### src/rtl/control_unit.sv
// Multi-cycle Moore control sequencer: fetch (T0-T2), opcode-specific execute (T3-T7), then fetch or halt.
// Latency: one step per clock; strobes are combinational from the current state and IR[31:27].
// Backpressure: none; Stop is honoured only on the last step of an instruction, and only clr leaves HALT.
module control_unit (
    input  logic        clk,
    input  logic        clr,
    input  logic [31:0] IR,
    input  logic        branch_flag,
    input  logic        Stop,
    output logic        PCout,
    output logic        ZHighout,
    output logic        Zlowout,
    output logic        HIout,
    output logic        LOout,
    output logic        InPortout,
    output logic        Cout,
    output logic        MDRout,
    output logic        MARin,
    output logic        PCin,
    output logic        MDRin,
    output logic        IRin,
    output logic        Yin,
    output logic        HIin,
    output logic        LOin,
    output logic        ZHIin,
    output logic        ZLOin,
    output logic        IncPC,
    output logic        Read,
    output logic        Write,
    output logic        Gra,
    output logic        Grb,
    output logic        Grc,
    output logic        Rin,
    output logic        Rout,
    output logic        BAout,
    output logic [4:0]  operation,
    output logic        Run
);

    typedef enum logic [3:0] {
        S_RST, S_T0, S_T1, S_T2, S_T3, S_T4, S_T5, S_T6, S_T7, S_HALT
    } state_t;

    localparam logic [4:0] OP_LD   = 5'b00000;
    localparam logic [4:0] OP_LDI  = 5'b00001;
    localparam logic [4:0] OP_ST   = 5'b00010;
    localparam logic [4:0] OP_ADD  = 5'b00011;
    localparam logic [4:0] OP_AND  = 5'b00101;
    localparam logic [4:0] OP_OR   = 5'b00110;
    localparam logic [4:0] OP_SHL  = 5'b01011;
    localparam logic [4:0] OP_ADDI = 5'b01100;
    localparam logic [4:0] OP_ANDI = 5'b01101;
    localparam logic [4:0] OP_ORI  = 5'b01110;
    localparam logic [4:0] OP_DIV  = 5'b01111;
    localparam logic [4:0] OP_MUL  = 5'b10000;
    localparam logic [4:0] OP_NEG  = 5'b10001;
    localparam logic [4:0] OP_NOT  = 5'b10010;
    localparam logic [4:0] OP_BR   = 5'b10011;
    localparam logic [4:0] OP_JR   = 5'b10100;
    localparam logic [4:0] OP_IN   = 5'b10110;
    localparam logic [4:0] OP_MFHI = 5'b11000;
    localparam logic [4:0] OP_MFLO = 5'b11001;
    localparam logic [4:0] OP_HALT = 5'b11011;

    state_t     state;
    logic       br_taken;
    logic [4:0] opcode;
    state_t     last;

    // Only the opcode field steers the sequencer; operand fields belong to the datapath.
    logic unused_ir;
    assign unused_ir = ^IR[26:0];
    assign opcode    = IR[31:27];

    logic is_alu, is_imm, is_muldiv, is_unary, is_ldst;
    assign is_alu    = (opcode >= OP_ADD) && (opcode <= OP_SHL);
    assign is_imm    = (opcode >= OP_ADDI) && (opcode <= OP_ORI);
    assign is_muldiv = (opcode == OP_DIV) || (opcode == OP_MUL);
    assign is_unary  = (opcode == OP_NEG) || (opcode == OP_NOT);
    assign is_ldst   = (opcode <= OP_ST);

    // Final execute step of the current instruction; nop and undefined opcodes end at T3.
    always_comb begin
        last = S_T3;
        if (is_alu || is_imm || opcode == OP_LDI) last = S_T5;
        else if (is_muldiv || opcode == OP_BR)    last = S_T6;
        else if (is_unary)                        last = S_T4;
        else if (is_ldst)                         last = S_T7;
    end

    // State register plus branch decision captured as the branch step T5 ends.
    always_ff @(posedge clk) begin
        if (clr) begin
            state    <= S_RST;
            br_taken <= 1'b0;
        end else begin
            if (state == S_T5 && opcode == OP_BR) br_taken <= branch_flag;
            case (state)
                S_RST:   state <= S_T0;
                S_HALT:  state <= S_HALT;
                S_T0:    state <= S_T1;
                S_T1:    state <= S_T2;
                S_T2:    state <= S_T3;
                default: begin
                    if (state == S_T3 && opcode == OP_HALT) state <= S_HALT;
                    else if (state == last)                 state <= Stop ? S_HALT : S_T0;
                    else                                    state <= state_t'(state + 4'd1);
                end
            endcase
        end
    end

    // Moore decode of every datapath strobe from state and opcode; unlisted strobes stay 0.
    always_comb begin
        {PCout, ZHighout, Zlowout, HIout, LOout, InPortout, Cout, MDRout} = '0;
        {MARin, PCin, MDRin, IRin, Yin, HIin, LOin, ZHIin, ZLOin}         = '0;
        {IncPC, Read, Write, Gra, Grb, Grc, Rin, Rout, BAout}             = '0;
        operation = 5'b00000;
        Run       = (state != S_RST) && (state != S_HALT);
        case (state)
            S_T0: begin PCout = 1'b1; MARin = 1'b1; IncPC = 1'b1; ZLOin = 1'b1; end
            S_T1: begin Zlowout = 1'b1; PCin = 1'b1; Read = 1'b1; MDRin = 1'b1; end
            S_T2: begin MDRout = 1'b1; IRin = 1'b1; end
            S_T3: begin
                if (is_alu || is_imm) begin Grb = 1'b1; Rout = 1'b1; Yin = 1'b1; end
                else if (is_muldiv) begin Gra = 1'b1; Rout = 1'b1; Yin = 1'b1; end
                else if (is_unary) begin
                    Grb = 1'b1; Rout = 1'b1; ZLOin = 1'b1; operation = opcode;
                end
                else if (is_ldst) begin Grb = 1'b1; BAout = 1'b1; Yin = 1'b1; end
                else if (opcode == OP_BR) begin Gra = 1'b1; Rout = 1'b1; end
                else if (opcode == OP_JR) begin Gra = 1'b1; Rout = 1'b1; PCin = 1'b1; end
                else if (opcode == OP_IN) begin InPortout = 1'b1; Gra = 1'b1; Rin = 1'b1; end
                else if (opcode == OP_MFHI) begin HIout = 1'b1; Gra = 1'b1; Rin = 1'b1; end
                else if (opcode == OP_MFLO) begin LOout = 1'b1; Gra = 1'b1; Rin = 1'b1; end
            end
            S_T4: begin
                if (is_alu) begin
                    Grc = 1'b1; Rout = 1'b1; ZLOin = 1'b1; operation = opcode;
                end else if (is_imm) begin
                    Cout = 1'b1; ZLOin = 1'b1;
                    operation = (opcode == OP_ADDI) ? OP_ADD :
                                (opcode == OP_ANDI) ? OP_AND : OP_OR;
                end else if (is_muldiv) begin
                    Grb = 1'b1; Rout = 1'b1; ZHIin = 1'b1; ZLOin = 1'b1; operation = opcode;
                end else if (is_unary) begin
                    Zlowout = 1'b1; Gra = 1'b1; Rin = 1'b1;
                end else if (is_ldst) begin
                    Cout = 1'b1; ZLOin = 1'b1; operation = OP_ADD;
                end else if (opcode == OP_BR) begin
                    PCout = 1'b1; Yin = 1'b1;
                end
            end
            S_T5: begin
                if (is_alu || is_imm || opcode == OP_LDI) begin
                    Zlowout = 1'b1; Gra = 1'b1; Rin = 1'b1;
                end else if (is_muldiv) begin
                    Zlowout = 1'b1; LOin = 1'b1;
                end else if (is_ldst) begin
                    Zlowout = 1'b1; MARin = 1'b1;
                end else if (opcode == OP_BR) begin
                    Cout = 1'b1; ZLOin = 1'b1; operation = OP_ADD;
                end
            end
            S_T6: begin
                if (is_muldiv) begin
                    ZHighout = 1'b1; HIin = 1'b1;
                end else if (opcode == OP_LD) begin
                    Read = 1'b1; MDRin = 1'b1;
                end else if (opcode == OP_ST) begin
                    Gra = 1'b1; Rout = 1'b1; MDRin = 1'b1;
                end else if (opcode == OP_BR && br_taken) begin
                    Zlowout = 1'b1; PCin = 1'b1;
                end
            end
            S_T7: begin
                if (opcode == OP_LD) begin
                    MDRout = 1'b1; Gra = 1'b1; Rin = 1'b1;
                end else if (opcode == OP_ST) begin
                    Write = 1'b1;
                end
            end
            default: ;
        endcase
    end

endmodule

### config.mk
export PLATFORM = sky130hd
export DESIGN_NAME = control_unit
export DESIGN_NICKNAME = d
export VERILOG_FILES = /design/src/rtl/control_unit.sv
export SDC_FILE = /design/constraint.sdc
export NUM_CORES = 1
export LEC_CHECK = 0
export ABC_AREA = 1
export CORE_ASPECT_RATIO = 1.25
export CORE_UTILIZATION = 34
export CTS_BUF_LIST = sky130_fd_sc_hd__clkbuf_4 sky130_fd_sc_hd__clkbuf_8
export CTS_CLUSTER_DIAMETER = 120
export DETAILED_ROUTE_END_ITERATION = 8
export HOLD_SLACK_MARGIN = 0.15
export PLACE_DENSITY_LB_ADDON = 0.2
export SETUP_SLACK_MARGIN = 0.15
export SYNTH_ARGS = -nofsm -noshare
export SYNTH_HDL_FRONTEND = slang
export SYNTH_SLANG_ARGS = --single-unit
### constraint.sdc
create_clock -name clk -period 1.46 [get_ports clk]
set_input_delay 0.146 -clock clk [delete_from_list [all_inputs] [get_ports clk]]
set_output_delay 0.146 -clock clk [all_outputs]
set_load 0.02 [all_outputs]
==> results of run 1 <==
-- state kept, by name, indices dropped and copies added, names as in the netlist --
| signal | flops |
|---|---|
| state | 4 |
| br_taken | 1 |
-- worst max-delay path by stage --
stage,depth (start not counted),slack [ns],end,start
6_report,9,-0.33,Rin,state[1]$_SDFF_PP0_
2_1_floorplan,6,0.03,operation[1],state[0]$_SDFF_PP0_
5_1_grt,9,-0.40,Rin,state[1]$_SDFF_PP0_
4_1_cts,8,-0.28,operation[2],state[2]$_SDFF_PP0_
3_5_place_dp,12,-1.08,operation[1],IR[30]
3_3_place_gp,11,-1.01,operation[1],IR[29]
-- report_power, final --
part	internal (W)	switching (W)	total [W]
combinational	0.00141	0.00147	0.00287
clock	0.000122	0.0000648	0.000187
sequential	0.000201	0.0000828	0.000284
total	0.00173	0.00161	0.00334
-- layout make-up --
cell class,count,area share (%)
clock buffers,4,1.17
multi-input cells,141,46.0
repair buffers,121,40.9
well taps,36,1.76
flip-flops and latches,5,4.29
inverters,34,5.85
-- per-stage QoR --
| step | std cells | TNS [ns] | total power, W | area (um^2) |
|---|---|---|---|---|
| after floorplan | 182 | 0 | 0.00140 | 1250 |
| after global placement | 322 | -27.15 | 0.00229 | 2160 |
| after detailed placement | 322 | -27.70 | 0.00234 | 2160 |
| after CTS | 335 | -4.74 | 0.00307 | 2420 |
| after global routing | 341 | -8.59 | 0.00351 | 2570 |
| final | 341 | -6.90 | 0.00334 | 2570 |
-- cells by family (layout without fill, tap and decap cells) --
logic type      count (synthesis)  in the layout
simple gates                  114            114
buf+inv                        36            159
compound gates                 21             21
flops                           5              5
fa+ha+maj                       4              4
xor+xnor                        2              2
-- metal layers --
| metal | wire length [um] | share of wire [%] | up-vias |
|---|---|---|---|
| li1 | - | - | 838 |
| met1 | 1810 | 34 | 849 |
| met2 | 3150 | 59 | 59 |
| met3 | 168 | 3.1 | 21 |
| met4 | 218 | 4.1 | 0 |
| met5 | 0 | 0 | - |
-- layout by cell type (no fill, tap or decap), types with 2 or more instances in the layout --
master	count
buf_6	38
o21ai_2	6
nand4_1	4
ha_4	4
buf_2	5
nand3_4	2
inv_1	13
nand3_2	7
inv_2	13
a21oi_2	3
inv_4	7
clkbuf_4	4
nand2_1	25
dfxtp_2	2
nor2_1	9
nand3_1	8
buf_4	74
nor2_4	19
nand2_4	4
nor3_4	2
dfxtp_4	2
nand2_2	17
nor2_2	8
nand3b_1	2
a21oi_1	4
nor3_2	2
clkdlybuf4s50_1	3
nor4_2	2
-- worst register-to-register path: stages (launching register included) --
cell and delay [ns]:
dfxtp_4 0.36, inv_4 0.08, ha_4 0.16, inv_4 0.05
buf_4 0.13, buf_6 0.11, nor2_4 0.11, buf_6 0.13
nor2_4 0.04, buf_4 0.13, buf_4 0.12, buf_4 0.12
a21oi_2 0.10
-- timing repair --
action                                  4_1_cts  5_1_grt
gates resized for setup                     253       31
setup buffers                                 9        6
pin swaps                                    23       20
endpoints found under the setup margin       37       37
==> run metrics, run 1 <==
Synth area leader nand2_1; relative slew slack 80.6%; Required @ worst endpoint 1.31 ns; worst vdd ir 1.32 mV; Main synth FF type dfxtp_1; top-area cell type share of the netlist area 11.9%; row count 22; area growth from synthesis to layout 146%; GPL Wtd Cong 0.881; Reg area 110 um^2; R2R setup slack -0.25 ns; Syn Area/Cell 5.73 um^2; aggregate global routing overflow 0; ordered cell list for the critical path inv_4 > ha_4 > inv_4 > nor2_4 > inv_4 > nor2_1 > nor2_2 > o21ai_2 > buf_6; Post-DP HPWL 3570 um; worst r2r path cells 12; CTS Buffer Depth 2; ANT nets after route 0; first-pass GRT wire length 7620 um; CORE AREA 0.00292 mm^2; Die Ht 63.9 um; CP Launch Type flip-flop; Simple-Gate Fraction of Synth Area 55.9%; Setup Crit Path Kind flip-flop to output port; Hold Crit Depth 3; ys async rst share 0%; die width 51.6 um; measured slew at the worst slew-check pin 0.291 ns; WHS 0.480 ns; CP max FO 6; TritonCTS clock tree yes; failing checks setup timing; # diodes 0; CP max stage cell dfxtp_4; syn_nets 222; Synth Area in Compound Gates 12.8%; Starting DRT DRC Count 61; Hold Startpoint branch_flag; Net count, final 346; Hold EP br_taken$_SDFFE_PP0P_; top post-synthesis cells by area nand2_1, nor2_1, inv_1; fin. max-slew vios 0; H-Tree Depth 1; starting density of the core 35.8%; number of synthesized flops with an enable pin 0; RSZ-0062 raised after global routing true; GRT Overall Usage 30.9%; Synth Warn # 0; most common cell in the netlist nand2_1; max_cap viols 0; DRC 0; final setup margin -0.332 ns; Setup Viol. Count Final 35; total number of vias 1,767; Pleak 1.23 nW; critical path's top delay family simple AND/OR/NAND/NOR gates; Hold Crit Class input pin to flip-flop; Mapped Cells 182; CP max stage delay 0.36 ns; synthesized area 0.00104 mm^2; Fill cells 155; Fmax achieved 558 MHz; final hold violation count 0; largest net degree at the start of global routing 8; Critical Path Most Common Cell inv_4; FF-to-FF End state[1]$_SDFF_PP0_; clk_lat worst skew 0.26 ns; vias in the first global route 1,762; number of distinct library cells after synthesis 31; arrival time worst endpoint 1.65 ns; # port buffers 40; vias per inst 5.18; xor/xnor share of the synthesized area 3.48%; Top Ports 68; initial antenna violation count 0; Post-synth top cells nand2_1, nor2_1, inv_1, nand3_1, nand2_2; final period demand of the worst path 1.79 ns; multiplexer area fraction after synthesis 0%; Global Route met3 Usage 1.67%; Detailed Routing Iterations Pass 1 4; post-DR wirelength/cell 15.7 um; die footprint 0.00330 mm^2; Fin Clk Skew 0.00265 ns; status finished with violations; CTS Buf Count 3; clock-pin slew on the worst setup and hold paths 0.04 ns; layout cells sized above 1 75.1%; pwr dens 1300 mW/mm^2; grt met2 use 63.3%; footprint of the multi-input gates 0.00118 mm^2; final wirelength 5350 um; Yosys reg bits 5; Final Core Density 88.0%; post-synthesis adder-cell area fraction 4.80%; sequential area share after synthesis 9.59%; worst reg2reg startpoint state[1]$_SDFF_PP0_; Buf/Inv on CP 4; largest family of logic cells by synthesized area simple AND/OR/NAND/NOR gates; dpl ws -1.08 ns; crit end category output port; M1 GR Usage 28.9%; CTS Hold Bufs 0; Final period util 123%; CTS root buf clkbuf_4; grt peak-use layer met2; Sink Count 5
Power figures use the tool's default switching activity.
==> run 2, diff against run 1 <==
- CORE_MARGIN: unset -> 2
==> run metrics, run 2 (synthesis gave the netlist of run 1 again) <==
fin. max-slew vios 0 (unchanged); vias per inst 5.98 (was 5.18); post-DR wirelength/cell 20.8 um (was 15.7 um); final wirelength 7230 um (was 5350 um); relative slew slack 74.3% (was 80.6%); Sink Count 5 (unchanged); pwr dens 1350 mW/mm^2 (was 1300 mW/mm^2); ANT nets after route 0 (unchanged); Fmax achieved 538 MHz (was 558 MHz); Final period util 127% (was 123%); CORE AREA 0.00295 mm^2 (was 0.00292 mm^2); Post-DP HPWL 3450 um (was 3570 um); layout cells sized above 1 75.6% (was 75.1%); Post-Layout Cell Count 347 (was 341); GPL Wtd Cong 0.995 (was 0.881); DRC 0 (unchanged); TritonCTS clock tree yes (unchanged); Net count, final 352 (was 346); die footprint 0.00353 mm^2 (was 0.00330 mm^2); CP max stage cell dfxtp_4 (unchanged); row count 22 (unchanged); Required @ worst endpoint 1.60 ns (was 1.31 ns); vias in the first global route 1,785 (was 1,762); starting density of the core 35.4% (was 35.8%); Setup Crit Path Kind flip-flop to flip-flop (was flip-flop to output port); clock-pin slew on the worst setup and hold paths 0.05 ns (was 0.04 ns); ordered cell list for the critical path inv_6 > buf_6 > ha_4 > buf_6 > nand2_2 > nand2_2 > inv_2 > buf_6 > nand3_4 > nor2_4 > nand3_1 > nand2_1 > inv_1 (was inv_4 > ha_4 > inv_4 > nor2_4 > inv_4 > nor2_1 > nor2_2 > o21ai_2 > buf_6); Setup Viol. Count Final 37 (was 35); leading registers by flop count state (4), br_taken (1) (unchanged); GRT Overall Usage 30.4% (was 30.9%); measured slew at the worst slew-check pin 0.385 ns (was 0.291 ns); commonest non-fill, non-tap cell in the layout buf_4 (unchanged); status finished with violations (unchanged); crit end category flip-flop (was output port); # diodes 0 (unchanged); # placed instances 324 (was 322); die width 53.6 um (was 51.6 um); Starting DRT DRC Count 123 (was 61); RSZ-0062 raised after global routing true (unchanged); CP max stage delay 0.41 ns (was 0.36 ns); CTS Hold Bufs 0 (unchanged); R2R setup slack -0.40 ns (was -0.25 ns); # port buffers 40 (unchanged); CTS root buf clkbuf_4 (unchanged); final setup margin -0.398 ns (was -0.332 ns); Fin Clk Skew 0.00969 ns (was 0.00265 ns); Detailed Routing Iterations Pass 1 5 (was 4); max_cap viols 0 (unchanged); H-Tree Depth 1 (unchanged); area growth from synthesis to layout 162% (was 146%); largest net degree at the start of global routing 7 (was 8); aggregate global routing overflow 0 (unchanged); max reg flops 4 (unchanged); total number of vias 2,074 (was 1,767); Critical Path Most Common Cell buf_6 (was inv_4); CP max FO 4 (was 6); final hold violation count 0 (unchanged); clk_lat worst skew 0.25 ns (was 0.26 ns); Pleak 1.29 nW (was 1.23 nW); Reg with most FFs state (unchanged); Die Ht 65.9 um (was 63.9 um); arrival time worst endpoint 1.99 ns (was 1.65 ns); initial antenna violation count 0 (unchanged); CTS Buffer Depth 2 (unchanged); failing checks setup timing (unchanged); worst vdd ir 2.00 mV (was 1.32 mV); Hold Crit Class flip-flop to flip-flop (was input pin to flip-flop); CTS Buf Count 3 (unchanged); Final Core Density 92.8% (was 88.0%); commonest cells after routing, fill and taps aside buf_4, buf_6, nor2_4, nand2_2, nand2_1 (was buf_4, buf_6, nand2_1); first-pass GRT wire length 7930 um (was 7620 um); final period demand of the worst path 1.86 ns (was 1.79 ns); CP Launch Type flip-flop (unchanged); Top Ports 68 (unchanged)
[run 2: changes by cell type in the layout (fill, tap and decap cells not counted), sizes merged]
cell and change:
buf +4, clkdlybuf4s15 +2
[run 2: power by group]
group / switching, W / internal (W) / total, W
combinational: 0.00171 / 0.00151 / 0.00322
sequential: 0.0000921 / 0.000202 / 0.000294
clock: 0.0000658 / 0.000122 / 0.000188
total: 0.00186 / 0.00183 / 0.00370
[run 2: metrics by stage]
step	area [um^2]	total power, W	TNS (ns)	setup slack [ns]	hold WS (ns)
after floorplan	1250	0.00140	0	0.0252	0.199
after global placement	2180	0.00228	-26.72	-0.969	0.464
after detailed placement	2180	0.00232	-27.57	-1.02	0.475
after CTS	2510	0.00300	-5.70	-0.272	0.487
after global routing	2730	0.00381	-10.91	-0.439	0.558
final	2730	0.00370	-9.89	-0.398	0.555
[run 2: metal layers]
metal | global-route usage (%) | vias to the layer above | part of all wire [%]
met2 | 57.3 | 198 | 49
met4 | 17.0 | 0 | 9.2
met3 | 2.71 | 78 | 8.8
met5 | 0 | - | 0
met1 | 31.2 | 946 | 33
li1 | - | 852 | -
[run 2: critical path: cells and delay by family (launching register included)]
kind / cells / cell delay (ns)
adder cells (fa/ha/maj): 1 / 0.18
AND/OR/NAND/NOR: 6 / 0.61
buffers and inverters: 6 / 0.54
flip-flops: 1 / 0.41
[run 2: final timing paths]
kind	from	end	depth (start not counted)
worst max-delay path	state[0]$_SDFF_PP0_	state[3]$_SDFF_PP0_	13
worst min-delay path	br_taken$_SDFFE_PP0P_	br_taken$_SDFFE_PP0P_	2
worst max register to register	state[0]$_SDFF_PP0_	state[3]$_SDFF_PP0_	13
worst min register to register	br_taken$_SDFFE_PP0P_	br_taken$_SDFFE_PP0P_	2
[run 2: repair_timing]
item                                   CTS  global route
setup endpoints to repair               37            37
endpoints found under the hold margin    0             0
pin swaps                               26            15
setup buffers                           13             6
gates resized for setup                257            45
[run 2: layout make-up]
| type | count | area, um^2 |
|---|---|---|
| Clock buffer | 4 | 30.0 |
| Fill cell | 100 | 211 |
| Inverter | 34 | 153 |
| Multi-Input combinational cell | 141 | 1220 |
| Sequential cell | 5 | 113 |
| Tap cell | 36 | 45.0 |
| Timing Repair Buffer | 127 | 1170 |
